File: src/rtl/frame_pkg.sv
// Shared definitions for the frame transmitter/receiver pair: framing words,
// CRC-16/CCITT constants, transmitter state encoding and the layout of the
// 140-bit transmit FIFO entry.
package frame_pkg;

  localparam int unsigned WORD_W            = 16;
  localparam int unsigned ENTRY_W           = 140;
  localparam int unsigned MAX_PAYLOAD_WORDS = 8;

  // Field positions inside a FIFO entry
  localparam int unsigned LEN_MSB     = 139;
  localparam int unsigned LEN_LSB     = 136;
  localparam int unsigned CHAN_MSB    = 135;
  localparam int unsigned CHAN_LSB    = 128;
  localparam int unsigned PAYLOAD_MSB = 127;
  localparam int unsigned PAYLOAD_W   = PAYLOAD_MSB + 1;

  localparam logic [WORD_W-1:0] FRAME_HEADER_WORD = 16'hE0E0;
  localparam logic [WORD_W-1:0] FRAME_TAIL_WORD   = 16'h0E0E;
  localparam logic [WORD_W-1:0] CRC16_POLY        = 16'h1021;
  localparam logic [WORD_W-1:0] CRC16_INIT        = 16'hFFFF;

  typedef enum logic [3:0] {
    ST_IDLE,
    ST_FETCH,
    ST_HEAD0,
    ST_HEAD1,
    ST_CHAN,
    ST_DATA,
    ST_CRC,
    ST_TAIL0,
    ST_TAIL1,
    ST_GAP
  } tx_state_t;

  typedef struct packed {
    logic [LEN_MSB-LEN_LSB:0]   len;
    logic [CHAN_MSB-CHAN_LSB:0] chan;
    logic [PAYLOAD_MSB:0]       payload;
  } tx_entry_t;

  // Payload word idx sits at [127-16*idx -: 16]; word 0 is the most significant
  function automatic logic [WORD_W-1:0] payload_word(input logic [PAYLOAD_W-1:0] payload,
                                                     input logic [2:0]           idx);
    logic [6:0] sh;
    sh = {3'(3'd7 - idx), 4'b0000};
    return WORD_W'(payload >> sh);
  endfunction

endpackage

File: src/rtl/crc16_word.sv
// CRC-16/CCITT (poly 0x1021, MSB-first, no reflection) advanced by one
// 16-bit word per call. Purely combinational; shared with the receiver.
// Ports: crc (current register), word (data), next_crc (updated register).
module crc16_word
  import frame_pkg::*;
(
  input  logic [WORD_W-1:0] crc,
  input  logic [WORD_W-1:0] word,
  output logic [WORD_W-1:0] next_crc
);

  // Bit-serial recurrence unrolled over the 16 data bits, MSB first
  always_comb begin
    logic [WORD_W-1:0] c;
    c = crc;
    for (int i = WORD_W - 1; i >= 0; i--) begin
      if (c[WORD_W-1] ^ word[i]) c = {c[WORD_W-2:0], 1'b0} ^ CRC16_POLY;
      else                       c = {c[WORD_W-2:0], 1'b0};
    end
    next_crc = c;
  end

endmodule

File: src/rtl/frame_tx.sv
// Frame transmitter: pops one 140-bit entry from the transmit FIFO and
// serialises it as header(2), channel, payload(N), CRC, tail(2), then idles
// GAP_CYCLES cycles. Entries with N==0 or N>MAX_WORDS are dropped with len_err.
// Build option: FRAME_TX_CRC_EN -- when defined the CRC slot carries the
// CRC-16/CCITT over channel + payload words, otherwise it carries 16'h0000.
// Ports:
//   clk_in, rst_n     clock, async active-low reset
//   fifo_empty        upstream FIFO empty flag
//   fifo_r_enable     FIFO read strobe (combinational, IDLE only)
//   fifo_r_data       FIFO entry, valid the cycle after the strobe
//   data_out          serial frame word (registered)
//   data_valid        data_out holds a frame word (registered)
//   tx_busy           state != IDLE (registered)
//   len_err           one-cycle pulse on a dropped bad-length entry
module frame_tx
  import frame_pkg::*;
#(
  parameter int unsigned MAX_WORDS  = 8,
  parameter int unsigned GAP_CYCLES = 1
) (
  input  logic               clk_in,
  input  logic               rst_n,
  input  logic               fifo_empty,
  output logic               fifo_r_enable,
  input  logic [ENTRY_W-1:0] fifo_r_data,
  output logic [WORD_W-1:0]  data_out,
  output logic               data_valid,
  output logic               tx_busy,
  output logic               len_err
);

  localparam int unsigned GAP_W = (GAP_CYCLES > 1) ? $clog2(GAP_CYCLES) : 1;
  localparam logic [GAP_W-1:0] GAP_LAST = GAP_W'(GAP_CYCLES - 1);
  localparam logic [3:0] MAX_LEN = 4'(MAX_WORDS);

  tx_state_t         state;
  tx_entry_t         entry_in;
  tx_entry_t         hold_q;
  logic [2:0]        word_cnt;
  logic [2:0]        last_idx;
  logic [GAP_W-1:0]  gap_cnt;
  logic              len_bad;
  logic [WORD_W-1:0] crc_slot;

  assign entry_in = tx_entry_t'(fifo_r_data);
  assign len_bad  = (entry_in.len == 4'd0) || (entry_in.len > MAX_LEN);
  assign last_idx = 3'(hold_q.len - 4'd1);

  // Gated by rst_n so the strobe stays low while reset is held
  assign fifo_r_enable = rst_n && (state == ST_IDLE) && !fifo_empty;

`ifdef FRAME_TX_CRC_EN
  logic [WORD_W-1:0] crc_q;
  logic [WORD_W-1:0] crc_next;

  // data_out already holds the covered word while in CHAN/DATA
  crc16_word u_crc (
    .crc      (crc_q),
    .word     (data_out),
    .next_crc (crc_next)
  );

  always_ff @(posedge clk_in or negedge rst_n) begin
    if (!rst_n) begin
      crc_q <= CRC16_INIT;
    end else if (state == ST_FETCH) begin
      crc_q <= CRC16_INIT;
    end else if (state == ST_CHAN || state == ST_DATA) begin
      crc_q <= crc_next;
    end
  end

  // On the last DATA cycle crc_next already includes the final payload word
  assign crc_slot = crc_next;
`else
  assign crc_slot = '0;
`endif

  // Frame sequencer; data_out/data_valid are loaded with the word for the state being entered
  always_ff @(posedge clk_in or negedge rst_n) begin
    if (!rst_n) begin
      state      <= ST_IDLE;
      hold_q     <= '0;
      word_cnt   <= '0;
      gap_cnt    <= '0;
      data_out   <= '0;
      data_valid <= 1'b0;
      tx_busy    <= 1'b0;
      len_err    <= 1'b0;
    end else begin
      len_err <= 1'b0;
      unique case (state)
        ST_IDLE: begin
          if (!fifo_empty) begin
            state   <= ST_FETCH;
            tx_busy <= 1'b1;
          end
        end
        ST_FETCH: begin
          hold_q <= entry_in;
          if (len_bad) begin
            len_err <= 1'b1;
            tx_busy <= 1'b0;
            state   <= ST_IDLE;
          end else begin
            data_out   <= FRAME_HEADER_WORD;
            data_valid <= 1'b1;
            state      <= ST_HEAD0;
          end
        end
        ST_HEAD0: begin
          data_out <= FRAME_HEADER_WORD;
          state    <= ST_HEAD1;
        end
        ST_HEAD1: begin
          data_out <= {8'h00, hold_q.chan};
          state    <= ST_CHAN;
        end
        ST_CHAN: begin
          data_out <= payload_word(hold_q.payload, 3'd0);
          word_cnt <= '0;
          state    <= ST_DATA;
        end
        ST_DATA: begin
          if (word_cnt == last_idx) begin
            data_out <= crc_slot;
            state    <= ST_CRC;
          end else begin
            data_out <= payload_word(hold_q.payload, word_cnt + 3'd1);
            word_cnt <= word_cnt + 3'd1;
          end
        end
        ST_CRC: begin
          data_out <= FRAME_TAIL_WORD;
          state    <= ST_TAIL0;
        end
        ST_TAIL0: begin
          data_out <= FRAME_TAIL_WORD;
          state    <= ST_TAIL1;
        end
        ST_TAIL1: begin
          data_out   <= '0;
          data_valid <= 1'b0;
          gap_cnt    <= '0;
          state      <= ST_GAP;
        end
        ST_GAP: begin
          if (gap_cnt == GAP_LAST) begin
            tx_busy <= 1'b0;
            state   <= ST_IDLE;
          end else begin
            gap_cnt <= gap_cnt + GAP_W'(1);
          end
        end
        default: begin
          data_out   <= '0;
          data_valid <= 1'b0;
          tx_busy    <= 1'b0;
          state      <= ST_IDLE;
        end
      endcase
    end
  end

endmodule

File: config.mk
export PLATFORM = sky130hd
export DESIGN_NAME = frame_tx
export DESIGN_NICKNAME = d
export VERILOG_FILES = /design/src/rtl/frame_pkg.sv /design/src/rtl/crc16_word.sv /design/src/rtl/frame_tx.sv
export SDC_FILE = /design/constraint.sdc
export NUM_CORES = 1
export LEC_CHECK = 0
export ABC_AREA = 1
export CORE_ASPECT_RATIO = 0.8
export CORE_MARGIN = 3
export CORE_UTILIZATION = 30
export CTS_BUF_LIST = sky130_fd_sc_hd__clkbuf_2 sky130_fd_sc_hd__clkbuf_4 sky130_fd_sc_hd__clkbuf_8
export CTS_CLUSTER_SIZE = 10
export DETAILED_ROUTE_END_ITERATION = 10
export SYNTH_ARGS = -nofsm -noshare
export SYNTH_HDL_FRONTEND = slang
export SYNTH_SLANG_ARGS = --single-unit
export TNS_END_PERCENT = 30
File: constraint.sdc
create_clock -name clk_in -period 2.35 [get_ports clk_in]
set_input_delay 0.47 -clock clk_in [delete_from_list [all_inputs] [get_ports clk_in]]
set_output_delay 0.47 -clock clk_in [all_outputs]
set_load 0.01 [all_outputs]
==> impl_metrics.json <==
{
  "synthTopCellsByArea": "dfrtp_1 (53%), nand2_1 (26%), nand3_1 (5.9%), o21ai_0 (3.5%), a21oi_1 (2.2%)",
  "yosys.area_share.adder": 0.00319,
  "synth_ff_type": "dfrtp_1",
  "routed_wl_um": 24300,
  "p_seq_frac": 0.352,
  "yosysWarnings": 0,
  "drtIter0Drc": 498,
  "use_met3": 0.0535,
  "fin_nets": 1332,
  "fmax_mhz": 459,
  "grt_start_max_net_pins": 109,
  "status": "finished, final reports clean",
  "fin_area_um2": 10200,
  "placementRows": 52,
  "finalSetupTns_ns": 0,
  "detailed_place.area_um2": 9780,
  "min_path_type": "primary input to asynchronous set/reset pin",
  "via_per_inst": 4.54,
  "grt_pass1_wl_um": 38800,
  "mostFrequentLayoutCells": "nand2_1 (552), dfrtp_1 (163), clkdlybuf4s50_1 (160)",
  "finClkSkew_ns": 0.0160,
  "cp-start-kind": "flip-flop",
  "stdcell_count": 1551,
  "die_w_um": 187,
  "met1_usage": 0.252,
  "setup_viol_count_final": 0,
  "yosys.area.top_type": "dfrtp_1",
  "area_growth_pct": 30.7,
  "final_common_cell": "nand2_1",
  "synth-async-reset-ratio": 1.00,
  "cts-root-buf": "clkbuf_8",
  "muxShareOfSynthArea": 0,
  "hold_violations": 0,
  "swShare": 0.443,
  "synth_area_per_cell_um2": 7.53,
  "die_y_um": 151,
  "first_pass_iters": 5,
  "synth_top_family_by_area": "simple AND/OR/NAND/NOR gates",
  "start_util": 0.307,
  "finalCritPeriodShare": 0.926,
  "rsz0062_at_grt": "no",
  "ys_ff_latch": 165,
  "synth-compound-area-share": 0.0630,
  "synthSimpleGateAreaFrac": 0.340,
  "vias": 7044,
  "grt_use_total": 0.177,
  "cts_tree": "yes",
  "peakVddDrop_mv": 0.589,
  "h-tree-depth": 4,
  "syn_inst": 1042,
  "synth_xor_area_frac": 0.00223,
  "routedWlPerCell_um": 15.7,
  "setup_ws_ns": 0.173,
  "drc": 0,
  "finalPower_mw": 14.3,
  "synth.distinct_cells": 31,
  "ant_nets": 0,
  "antenna_found_initial": 5,
  "finalCriticalPeriod_ns": 2.18,
  "critPathKind": "flip-flop to output port",
  "grt.met2_usage": 0.266,
  "core-area_um2": 25500,
  "cp_data_required_time_ns": 1.88,
  "finish.utilization": 0.402,
  "place_inst": 1518,
  "io_pins": 163,
  "clk_pin_slew_ns": 0.09,
  "dp_hpwl_um": 17300,
  "synth_area_um2": 7840,
  "cts_hold_buffers": 0,
  "cp-end-kind": "output port",
  "tightest_slew_ns": 0.750,
  "grt_pass1_vias": 7030,
  "p_sw_mw": 6.31,
  "dieArea_um2": 28100,
  "synth_edf_count": 0,
  "grt.busiest_layer": "met2",
  "p_per_area_nw_per_um2": 1390,
  "yosysSeqAreaShare": 0.526,
  "pre_cts_ws_ns": 0.247,
  "rr_startpoint": "word_cnt[0]",
  "crit_fanout": 4,
  "port_buffers": 162,
  "leakage_nw": 5.08,
  "intPower_mw": 7.94,
  "yosysTopAreaCellShare": 0.526,
  "pwr-share-clk": 0.168,
  "routabilityCongestion": 0.830,
  "combPwrFrac": 0.480,
  "maxSlewViolCount": 0,
  "overflow": 0,
  "clk_path_buf_depth": 2,
  "cts.sinks": 165,
  "drv_cap": 0,
  "crit_path_start": "state[2]",
  "final.fill_count": 2691,
  "cts_buffers": 17,
  "crit_arrival_ns": 1.71,
  "hold-worst-slack_ns": 0.0637,
  "max-slew-margin-rel": 0.500,
  "clock_latency_ns": 0.46,
  "syn_nets": 1187,
  "drive_gt1_frac": 0.0559
}
## registers in the layout, indices dropped and copies added (netlist names)
register / cells
data_valid: 1
len_err: 1
word_cnt: 3
hold_q: 139
data_out: 16
tx_busy: 1
state: 4
## final cells by class
type / instances / area, um^2 / share of cell area
well taps: 351 / 439 / 0.0428
repair buffers: 180 / 1810 / 0.176
clock buffers: 19 / 249 / 0.0243
diodes: 1 / 2.50 / 0.000244
flip-flops and latches: 165 / 4130 / 0.403
inverters: 53 / 201 / 0.0197
clock inverters: 12 / 205 / 0.0200
multi-input cells: 770 / 3210 / 0.314
## cells by family after synthesis
kind of cell	after synthesis
and+or+nand+nor	669
DFF	165
buffers and inverters	107
AOI/OAI and AO/OA	97
xor gates and xnor gates	2
adders and majority gates	2
## worst max-delay path: stages, from the launching register on
cell and delay, ns:
dfrtp_1 0.46, nor2_4 0.14, nand2_1 0.08, nor2_1 0.13
inv_1 0.08, nor2_1 0.08, dlygate4sd2_1 0.28
## layer usage
layer | wire (um) | part of all wire | vias to the layer above
li1 | - | - | 3556
met1 | 11900 | 0.49 | 3251
met4 | 270 | 0.011 | 8
met2 | 10400 | 0.43 | 202
met3 | 1720 | 0.071 | 27
met5 | 65 | 0.0027 | -
## synth_stat cells (2+ instances only)
cell type / count
inv_2: 6
nand2_2: 2
buf_4: 13
inv_1: 45
o22ai_1: 3
nand4_1: 2
buf_2: 30
nand2_1: 552
nand3_1: 93
ha_1: 2
o21ai_0: 55
buf_1: 2
a21oi_1: 35
dfrtp_1: 165
nand3b_1: 2
clkbuf_1: 7
nor2_1: 13
a31oi_1: 2
## worst paths after layout
path,endpoint,slack (ns),cells past startpoint
setup / recovery,fifo_r_enable,0.17,6
hold / removal,hold_q[10],0.06,2
setup reg to reg,word_cnt[0],0.34,9
hold reg to reg,hold_q[55],0.48,2
max in group asynchronous,state[1],1.60,2
min in group clk_in,hold_q[55],0.48,2
## power groups by stage
stage	combinational [mW]	clock (mW)	sequential [mW]
3_3_place_gp	6.81	0	5.06
6_report	6.85	2.39	5.02
5_1_grt	7.92	2.57	5.17
2_1_floorplan	4.82	0	4.88
3_5_place_dp	6.90	0	5.06
4_1_cts	6.94	2.45	5.03
## repair_timing
item	in CTS	in global routing
endpoints found under the setup margin	1	1
setup buffers	0	1
resized for setup	4	0
Power figures use the tool's default switching activity.
